File: config.mk
export PLATFORM = sky130hd
export DESIGN_NAME = ps2_rx_fifo
export DESIGN_NICKNAME = d
export VERILOG_FILES = /design/src/rtl/ps2_pkg.sv /design/src/rtl/byte_fifo.sv /design/src/rtl/ps2_rx_fifo.sv
export SDC_FILE = /design/constraint.sdc
export NUM_CORES = 1
export LEC_CHECK = 0
export CAP_MARGIN = 20
export CORE_MARGIN = 3
export CORE_UTILIZATION = 50
export DETAILED_ROUTE_END_ITERATION = 8
export GPL_TIMING_DRIVEN = 0
export PLACE_DENSITY = 0.75
export SYNTH_ARGS = -nofsm -noshare
export SYNTH_HDL_FRONTEND = slang
export SYNTH_SLANG_ARGS = --single-unit
File: constraint.sdc
create_clock -name clk -period 4.9 [get_ports clk]
set_input_delay 0.98 -clock clk [delete_from_list [all_inputs] [get_ports clk]]
set_output_delay 0.98 -clock clk [all_outputs]
set_load 0.02 [all_outputs]
File: src/rtl/ps2_pkg.sv
// Shared types and constants for the PS/2 receive path.
package ps2_pkg;

  typedef enum logic [1:0] {
    StIdle,
    StData,
    StParity,
    StStop
  } rx_state_e;

  // Start + 8 data + parity + stop.
  localparam int unsigned FrameBits = 11;
  localparam int unsigned DataBits  = FrameBits - 3;
  localparam logic        IdleData  = 1'b1;

endpackage

File: src/rtl/byte_fifo.sv
// Show-ahead FIFO with extra-MSB pointers; reports pushes dropped while full.
module byte_fifo #(
  parameter int unsigned DEPTH = 4,
  parameter int unsigned WIDTH = 8
) (
  input  logic             clk_i,
  input  logic             rst_i,
  input  logic             push_i,
  input  logic [WIDTH-1:0] wdata_i,
  input  logic             pop_i,
  output logic [WIDTH-1:0] rdata_o,
  output logic             empty_o,
  output logic             full_o,
  output logic             drop_o
);

  localparam int unsigned AddrW = $clog2(DEPTH);
  localparam int unsigned PtrW  = AddrW + 1;

  logic [WIDTH-1:0] mem_q [DEPTH];
  logic [PtrW-1:0]  wptr_q, wptr_d;
  logic [PtrW-1:0]  rptr_q, rptr_d;
  logic             do_push, do_pop;

  assign empty_o = (wptr_q == rptr_q);
  assign full_o  = (wptr_q[PtrW-1] != rptr_q[PtrW-1]) &&
                   (wptr_q[AddrW-1:0] == rptr_q[AddrW-1:0]);

  assign do_pop  = pop_i & ~empty_o;
  // A pop frees the head slot, so a full FIFO can still take a push that cycle.
  assign do_push = push_i & (~full_o | do_pop);
  assign drop_o  = push_i & full_o & ~do_pop;

  assign rdata_o = empty_o ? '0 : mem_q[rptr_q[AddrW-1:0]];

  always_comb begin
    wptr_d = wptr_q;
    rptr_d = rptr_q;
    if (do_push) wptr_d = wptr_q + PtrW'(1);
    if (do_pop)  rptr_d = rptr_q + PtrW'(1);
  end

  always_ff @(posedge clk_i or posedge rst_i) begin
    if (rst_i) begin
      wptr_q <= '0;
      rptr_q <= '0;
    end else begin
      wptr_q <= wptr_d;
      rptr_q <= rptr_d;
    end
  end

  always_ff @(posedge clk_i) begin
    if (do_push) mem_q[wptr_q[AddrW-1:0]] <= wdata_i;
  end

endmodule

File: src/rtl/ps2_rx_fifo.sv
// PS/2 device-to-host frame receiver feeding a byte FIFO with sticky overflow.
module ps2_rx_fifo
  import ps2_pkg::*;
#(
  parameter int unsigned FIFO_DEPTH     = 4,
  parameter int unsigned TIMEOUT_CYCLES = 50000
) (
  input  logic       clk,
  input  logic       reset,
  input  logic       ps2_clk,
  input  logic       ps2_data,
  input  logic       rd_en,
  input  logic       clr_err,
  output logic [7:0] rd_data,
  output logic       empty,
  output logic       full,
  output logic       overflow,
  output logic       frame_err
);

  localparam int unsigned   TmoW    = $clog2(TIMEOUT_CYCLES + 1);
  localparam logic [TmoW-1:0] TmoLast = TmoW'(TIMEOUT_CYCLES - 1);
  localparam logic [2:0]    LastBit = 3'(DataBits - 1);

  logic       pclk_s1_q, pclk_s2_q, pclk_s3_q;
  logic       pdat_s1_q, pdat_s2_q;
  logic       fall;

  rx_state_e       state_q, state_d;
  logic [2:0]      bit_cnt_q, bit_cnt_d;
  logic [7:0]      shift_q, shift_d;
  logic            par_q, par_d;
  logic [TmoW-1:0] tmo_q, tmo_d;
  logic            err_q, err_d;
  logic            ovf_q, ovf_d;
  logic            push;
  logic            drop;

  always_ff @(posedge clk or posedge reset) begin
    if (reset) begin
      pclk_s1_q <= 1'b1;
      pclk_s2_q <= 1'b1;
      pclk_s3_q <= 1'b1;
      pdat_s1_q <= 1'b1;
      pdat_s2_q <= 1'b1;
    end else begin
      pclk_s1_q <= ps2_clk;
      pclk_s2_q <= pclk_s1_q;
      pclk_s3_q <= pclk_s2_q;
      pdat_s1_q <= ps2_data;
      pdat_s2_q <= pdat_s1_q;
    end
  end

  assign fall = pclk_s3_q & ~pclk_s2_q;

  always_comb begin
    state_d   = state_q;
    bit_cnt_d = bit_cnt_q;
    shift_d   = shift_q;
    par_d     = par_q;
    tmo_d     = tmo_q;
    err_d     = 1'b0;
    push      = 1'b0;
    case (state_q)
      StIdle: begin
        tmo_d = '0;
        if (fall && !pdat_s2_q) begin
          state_d   = StData;
          bit_cnt_d = '0;
        end
      end
      StData: begin
        if (fall) begin
          shift_d   = {pdat_s2_q, shift_q[7:1]};
          bit_cnt_d = bit_cnt_q + 3'd1;
          if (bit_cnt_q == LastBit) state_d = StParity;
        end
      end
      StParity: begin
        if (fall) begin
          par_d   = pdat_s2_q;
          state_d = StStop;
        end
      end
      StStop: begin
        if (fall) begin
          if (pdat_s2_q == IdleData && (^{shift_q, par_q})) push  = 1'b1;
          else                                               err_d = 1'b1;
          state_d = StIdle;
        end
      end
      default: state_d = StIdle;
    endcase

    // Abort a stalled frame; any clock edge restarts the idle count.
    if (state_q != StIdle) begin
      if (fall) begin
        tmo_d = '0;
      end else if (tmo_q == TmoLast) begin
        state_d   = StIdle;
        bit_cnt_d = '0;
        shift_d   = '0;
        tmo_d     = '0;
        err_d     = 1'b1;
      end else begin
        tmo_d = tmo_q + TmoW'(1);
      end
    end
  end

  always_comb begin
    ovf_d = ovf_q;
    if (clr_err) ovf_d = 1'b0;
    if (drop)    ovf_d = 1'b1;
  end

  always_ff @(posedge clk or posedge reset) begin
    if (reset) begin
      state_q   <= StIdle;
      bit_cnt_q <= '0;
      shift_q   <= '0;
      par_q     <= 1'b0;
      tmo_q     <= '0;
      err_q     <= 1'b0;
      ovf_q     <= 1'b0;
    end else begin
      state_q   <= state_d;
      bit_cnt_q <= bit_cnt_d;
      shift_q   <= shift_d;
      par_q     <= par_d;
      tmo_q     <= tmo_d;
      err_q     <= err_d;
      ovf_q     <= ovf_d;
    end
  end

  byte_fifo #(
    .DEPTH(FIFO_DEPTH),
    .WIDTH(8)
  ) u_fifo (
    .clk_i  (clk),
    .rst_i  (reset),
    .push_i (push),
    .wdata_i(shift_q),
    .pop_i  (rd_en),
    .rdata_o(rd_data),
    .empty_o(empty),
    .full_o (full),
    .drop_o (drop)
  );

  assign overflow  = ovf_q;
  assign frame_err = err_q;

endmodule

Word-level counts from Yosys, hierarchy flattened
Memories as Yosys holds them, arrays and structs flattened.
Cells that the tools add are included.
{"block": "word_totals", "reg_bits": 43, "ramBits": 32, "inputBits": 6, "memories": 1}
{"block": "classes", "addsub": 4, "eq_ne": 8, "muxes": 38, "bitwise": 10, "n_reduce_logical": 10}
{"name": "u_fifo.mem_q", "depth": 4, "word_bits": 8, "read_ports": 1, "rd_clocked_by_memory_dff": 0, "write_ports": 1, "line": "byte_fifo.sv:20", "source": "logic [WIDTH-1:0] mem_q [DEPTH];"}
{"operator": "$mux W16", "n": 4}
{"operator": "$mux W8", "n": 6}
{"operator": "$add A16 B1 Y16 const B", "n": 1}
{"operator": "$eq A16 B16 Y1 const B", "n": 1}
{"operator": "$mux W2", "n": 8}
{"operator": "$mux W3", "n": 5}
{"operator": "$mux W1", "n": 13}
{"operator": "$add A3 B1 Y3 const B", "n": 3}
{"operator": "$reduce_xor A9 Y1", "n": 1}
{"operator": "$pmux W2 S4", "n": 1}
{"operator": "$pmux W3 S2", "n": 1}
{"operator": "$reduce_bool A2 Y1", "n": 3}
{"operator": "$and A1 B1 Y1", "n": 5}
{"operator": "$eq A2 B2 Y1 const B", "n": 2}
{"operator": "$not A1 Y1", "n": 4}
{"operator": "$eq A3 B3 Y1", "n": 1}
{"operator": "$eq A3 B3 Y1 const B", "n": 1}
{"operator": "$logic_and A1 B1 Y1", "n": 3}
{"operator": "$eq A2 B1 Y1 const B", "n": 1}
{"operator": "$eq A2 B2 Y1", "n": 1}
{"operator": "$logic_not A2 Y1", "n": 1}
{"operator": "$reduce_and A2 Y1", "n": 1}
{"operator": "$logic_not A1 Y1", "n": 1}
{"operator": "$ne A1 B1 Y1", "n": 1}
{"operator": "$or A1 B1 Y1", "n": 1}

Logic depth before layout (Yosys ltp)
Gate-level depths: netlist of run 1.
{"block": "depth", "ltp_word": 8, "depth_mapped": 6}

Cells and area by module
A second synthesis of run 1 with hierarchy kept.
{"block": "unflattened", "hier_cells": 264, "hier_area_um2": 3532.1}
{"mod": "ps2_rx_fifo", "instances": 1, "cells_each": 174, "area_each_um2": 1818.0, "seq_area_each_um2": 932.1}
{"mod": "byte_fifo", "instances": 1, "cells_each": 90, "area_each_um2": 1714.1, "seq_area_each_um2": 1111.1}

Worst setup path before layout of run 1
No wires, ideal clock.
{"block": "synth_timing", "path_kind": "register to output", "start": "reg u_fifo.rptr_q[0]", "end": "out rd_data[0]", "arrival_ps": 1648, "t_required_ps": 3920, "path_slack_ps": 2272, "stages_incl_launch_ff": 6, "cell_sequence": "dfrtp_1 -> buf_4 -> xnor2_1 -> nand2_1 -> nor2_1 -> nor2b_1"}
{"block": "synth_between", "elab_chain_len": 2}
{"item": "start, declared", "line": "byte_fifo.sv:22", "source": "logic [PtrW-1:0] rptr_q, rptr_d;"}
{"item": "start signal, assigned", "line": "byte_fifo.sv:49", "source": "rptr_q <= rptr_d;"}
{"item": "$eq A3 B3 Y1", "line": "byte_fifo.sv:25", "source": "assign empty_o = (wptr_q == rptr_q);"}
{"item": "net empty", "line": "ps2_rx_fifo.sv:15", "source": "output logic empty,"}
{"item": "$mux W8", "line": "byte_fifo.sv:34", "source": "assign rdata_o = empty_o ? '0 : mem_q[rptr_q[AddrW-1:0]];"}
{"item": "end, declared", "line": "ps2_rx_fifo.sv:14", "source": "output logic [7:0] rd_data,"}
The timed path passes the listed nets, and every way through them passes these cells.

Final worst setup path of run 1
{"block": "layout_timing", "start": "reg u_fifo.rptr_q[1]", "end": "out empty"}
{"block": "layout_between", "elab_chain_len": 1}
{"item": "$eq A3 B3 Y1", "line": "byte_fifo.sv:25"}
{"item": "end, declared", "line": "ps2_rx_fifo.sv:15"}
No other way between the ends.

==> metrics.log, run 1 <==
[metrics] result of the run: complete, no violations
[metrics] maximum cell stage delay along the critical path: 0.71 ns
[metrics] worst min-delay path startpoint: pclk_s1_q
[metrics] most common cell in the synthesized netlist: sky130_fd_sc_hd__dfrtp_1
[metrics] Cell Rows: 29
[metrics] CORE AREA: 0.00639 mm2
[metrics] fin crit period: 3.49 ns
[metrics] largest family of logic cells by synthesized area: simple AND/OR/NAND/NOR gates
[metrics] static leakage power: 1.48 nW
[metrics] leading register cell type out of synthesis: sky130_fd_sc_hd__dfrtp_1
[metrics] share of the core filled with cells: 0.591
[metrics] post-synthesis cell type count: 39
[metrics] most used standard cells in the synthesized netlist: 38 x sky130_fd_sc_hd__dfrtp_1, 32 x sky130_fd_sc_hd__edfxtp_1, 24 x sky130_fd_sc_hd__nand2_1, 22 x sky130_fd_sc_hd__nor2_1, 16 x sky130_fd_sc_hd__xnor2_1
[metrics] Worst Skew: 0.00672 ns
[metrics] gr ovfl total: 0
[metrics] worst supply voltage drop on vdd: 0.000400 V
[metrics] number of CTS-inserted buffers: 9
[metrics] endpoint arrival time on the critical path: 2.51 ns
[metrics] DIE AREA: 0.00763 mm2
[metrics] setup_tns: 0 ns
[metrics] adder-cell share of the synthesized area: 0.0302
[metrics] worst slack at placement: 1.70 ns
[metrics] nets: 294
[metrics] cell family contributing the most delay on the critical path: buffers and inverters
[metrics] mux share of post-synthesis cell area: 0.0688
[metrics] effective utilization at floorplan: 0.518
[metrics] Critical R2R Launch: shift_q[5]
[metrics] number of synthesized flops with an enable pin: 32
[metrics] gate count of the mapped netlist: 251
[metrics] pin count of the biggest net entering global routing: 44
[metrics] post-synthesis simple-gate area fraction: 0.140
[metrics] cell chosen for the clock root: sky130_fd_sc_hd__clkbuf_8
[metrics] r2r endpoint: u_fifo.mem_q[3][4]
[metrics] final count of hold timing violations: 0
[metrics] layout-stage area growth over the synthesis result: 14.0%
[metrics] Residual DRC: 0
[metrics] aggregate global-route resource usage: 0.164
[metrics] Hold Path Depth: 0
[metrics] CTS H-Tree Depth: 3
[metrics] area fraction of the dominant cell type after synthesis: 0.290
[metrics] number of cells upsized or downsized after cts: 0
[metrics] share of flip-flops with an asynchronous set or reset: 0.573
[metrics] Final WS setup: 1.41 ns
[metrics] hold endpoint: pclk_s2_q
[metrics] number of synthesized register bits: 75
[metrics] Avg Cell Area, Syn: 13.2 um2
[metrics] max-slew violation count: 0
[metrics] Yosys Warn Count: 0
[metrics] vias in the first global route: 2045
[metrics] sort of element at the start of the critical path: flop
[metrics] ranking of synthesized cells by area: sky130_fd_sc_hd__edfxtp_1 29%, sky130_fd_sc_hd__dfrtp_1 29%, sky130_fd_sc_hd__mux4_2 5.4%
[metrics] final routed wire length divided by cell count: 14.9 um
[metrics] transition time at the pin with the least slew margin: 0.806 ns
[metrics] gpl congestion: 0.870
[metrics] xor and xnor fraction of the mapped netlist area: 0.0805
[metrics] net count of the mapped netlist: 265
[metrics] Final ANT Viol Nets: 0
[metrics] Die Width: 87.4 um
[metrics] clock tree sinks: 75
[metrics] number of buffers inserted for hold repair after clock tree synthesis: 0
[metrics] Worst setup EP type: output port
[metrics] crit path max fanout: 10
[metrics] wirelength, routed: 5410 um
[metrics] source-to-sink clock delay at the later pin of the worst-skew pair: 0.34 ns
[metrics] required time of the critical path: 3.92 ns
[metrics] Max Fclk: 286 MHz
[metrics] clock transition at the registers of the reported paths: 0.07 ns
[metrics] Post-CTS Setup Inserts: 0
[metrics] critical setup path kind: reg -> out
[metrics] number of vias per cell after detailed routing: 5.35
[metrics] Critical Path, Cell by Cell: buf_2 -> xnor2_1 -> nand2_1 -> nor2_1 -> clkdlybuf4s50_1
[metrics] tightest slew margin relative to the limit: 0.460
[metrics] Synth area leader: sky130_fd_sc_hd__edfxtp_1
[metrics] layout cell share with drive strength beyond 1: 0.158
[metrics] TritonCTS clock tree: done
[metrics] setup slack of the worst register-to-register path: 2.50 ns
[metrics] vias after detailed routing: 1935
[metrics] buffering stage count on the worst path with inverters included: 2
[metrics] count of boundary I/O pins: 18
[metrics] hpwl dp: 3690 um
[metrics] Slowest-stage cell, CP: sky130_fd_sc_hd__clkdlybuf4s50_1
[metrics] power per cell area: 538 mW/mm2
[metrics] Initial DRC Count: 82
[metrics] total of endpoints with negative setup slack in the final report: 0
[metrics] antenna violations before repair: 0
[metrics] max capacitance violation total: 0
[metrics] Die Ht: 87.4 um
[metrics] sequential cell area fraction in the yosys report: 0.617
[metrics] IO buf count: 17
[metrics] Ant. Diodes: 0
[metrics] depth of the most critical reg-to-reg path: 4
[metrics] Tcrit/Tclk final: 0.713
[metrics] synthesized-area fraction occupied by ao, oa, aoi and oai cells: 0.0450
[metrics] setup repair after global routing missed its margin: no
[metrics] Critical Path Source: u_fifo.rptr_q[1]
[metrics] TritonRoute pass-1 iters: 4
[metrics] worst hold-check path type: reg -> reg
[metrics] number of buffers on the longest clock path: 2
[metrics] wire length of the first global-routing pass: 9460 um
[metrics] cell area after technology mapping: 0.00331 mm2
-- state kept, by name (all words and copies together), names as in the netlist, 2 cells and up --
register / cells
tmo_q: 16
u_fifo.rptr_q: 3
u_fifo.wptr_q: 3
shift_q: 8
u_fifo.mem_q: 32
bit_cnt_q: 3
state_q: 2
-- cell usage in the layout, fill, tap and decap left out, types with 3 or more instances in the layout --
master | netlist | layout
sky130_fd_sc_hd__a21oi_1 | 11 | 11
sky130_fd_sc_hd__and2_2 | 3 | 3
sky130_fd_sc_hd__and3_1 | 5 | 5
sky130_fd_sc_hd__buf_4 | 3 | 3
sky130_fd_sc_hd__clkbuf_8 | 0 | 10
sky130_fd_sc_hd__clkdlybuf4s50_1 | 0 | 17
sky130_fd_sc_hd__dfrtp_1 | 38 | 38
sky130_fd_sc_hd__dfstp_2 | 5 | 5
sky130_fd_sc_hd__edfxtp_1 | 32 | 32
sky130_fd_sc_hd__ha_1 | 8 | 8
sky130_fd_sc_hd__inv_1 | 8 | 7
sky130_fd_sc_hd__mux4_2 | 8 | 8
sky130_fd_sc_hd__nand2_1 | 24 | 24
sky130_fd_sc_hd__nand2b_1 | 3 | 3
sky130_fd_sc_hd__nand3_1 | 7 | 7
sky130_fd_sc_hd__nand4_1 | 3 | 3
sky130_fd_sc_hd__nor2_1 | 22 | 22
sky130_fd_sc_hd__nor2b_1 | 9 | 9
sky130_fd_sc_hd__nor3_1 | 5 | 5
sky130_fd_sc_hd__o21ai_0 | 6 | 6
sky130_fd_sc_hd__xnor2_1 | 16 | 16
sky130_fd_sc_hd__xor2_1 | 8 | 8
-- cell families after synthesis --
kind of cell	after synthesis
XOR/XNOR	27
multiplexers	12
adder cells (fa/ha/maj)	8
AO/OA/AOI/OAI	24
buffers and inverters	13
AND/OR/NAND/NOR	92
flip-flops	75
-- report_power, final --
part | internal, W | switching, W
logic | 0.000380 | 0.000372
clock network | 0.000194 | 0.000213
registers | 0.000770 | 0.0000995
total | 0.00134 | 0.000685
-- worst register-to-register path, cell delays in order, from the launching register on --
cell and delay [ns]:
sky130_fd_sc_hd__dfrtp_1 0.46, sky130_fd_sc_hd__xnor2_1 0.21, sky130_fd_sc_hd__xnor3_2 0.49, sky130_fd_sc_hd__xnor2_2 0.19, sky130_fd_sc_hd__nor3_2 0.68
-- cell type report --
cell class | count | area, um2
Clock buffer | 11 | 141
Timing Repair Buffer | 18 | 198
Multi-Input combinational cell | 163 | 1210
Clock inverter | 5 | 28.8
Sequential cell | 75 | 2040
Inverter | 8 | 30.0
Buffer | 5 | 31.3
Fill cell | 527 | 2610
Tap cell | 77 | 96.3
-- worst max path at each step --
stage | endpoint | slack [ns] | cells past startpoint
after CTS | empty | 1.32 | 5
after global placement | empty | 1.78 | 5
after floorplan | rd_data[0] | 2.27 | 5
after global routing | empty | 1.19 | 5
final | empty | 1.41 | 5
after detailed placement | empty | 1.70 | 5
-- stage by stage --
stage | std cells | instance area (um2) | total power (W) | hold slack (ns)
global route | 362 | 3770 | 0.00216 | 0.361
global placement | 345 | 3580 | 0.00161 | 0.346
floorplan | 251 | 3310 | 0.00141 | 0.345
detailed placement | 346 | 3600 | 0.00165 | 0.347
CTS | 362 | 3770 | 0.00207 | 0.358
finish | 362 | 3770 | 0.00203 | 0.357
-- per-layer routing --
layer | track usage | share of wire | up-vias
met5 | 0 | 0 | -
met4 | 0.0893 | 0.021 | 0
met3 | 0.0331 | 0.029 | 9
met2 | 0.281 | 0.51 | 25
met1 | 0.191 | 0.44 | 960
li1 | - | - | 941
Power figures use the tool's default switching activity.
==> run 2, diff against run 1 <==
==> constraint.sdc (replaced) <==
create_clock -name clk -period 3.45 [get_ports clk]
set_input_delay 0.69 -clock clk [delete_from_list [all_inputs] [get_ports clk]]
set_output_delay 0.69 -clock clk [all_outputs]
set_load 0.02 [all_outputs]
==> results of run 2 <==
Same layout as run 1 (identical final DEF). Status: complete, no violations.
Among the figures that moved: setup slack after placement 1.70 ns -> 0.542 ns; setup slack after layout 1.41 ns -> 0.245 ns; register-to-register setup slack 2.50 ns -> 1.05 ns; total power 0.00203 W -> 0.00288 W; worst IR drop on VDD 0.000400 V -> 0.000568 V
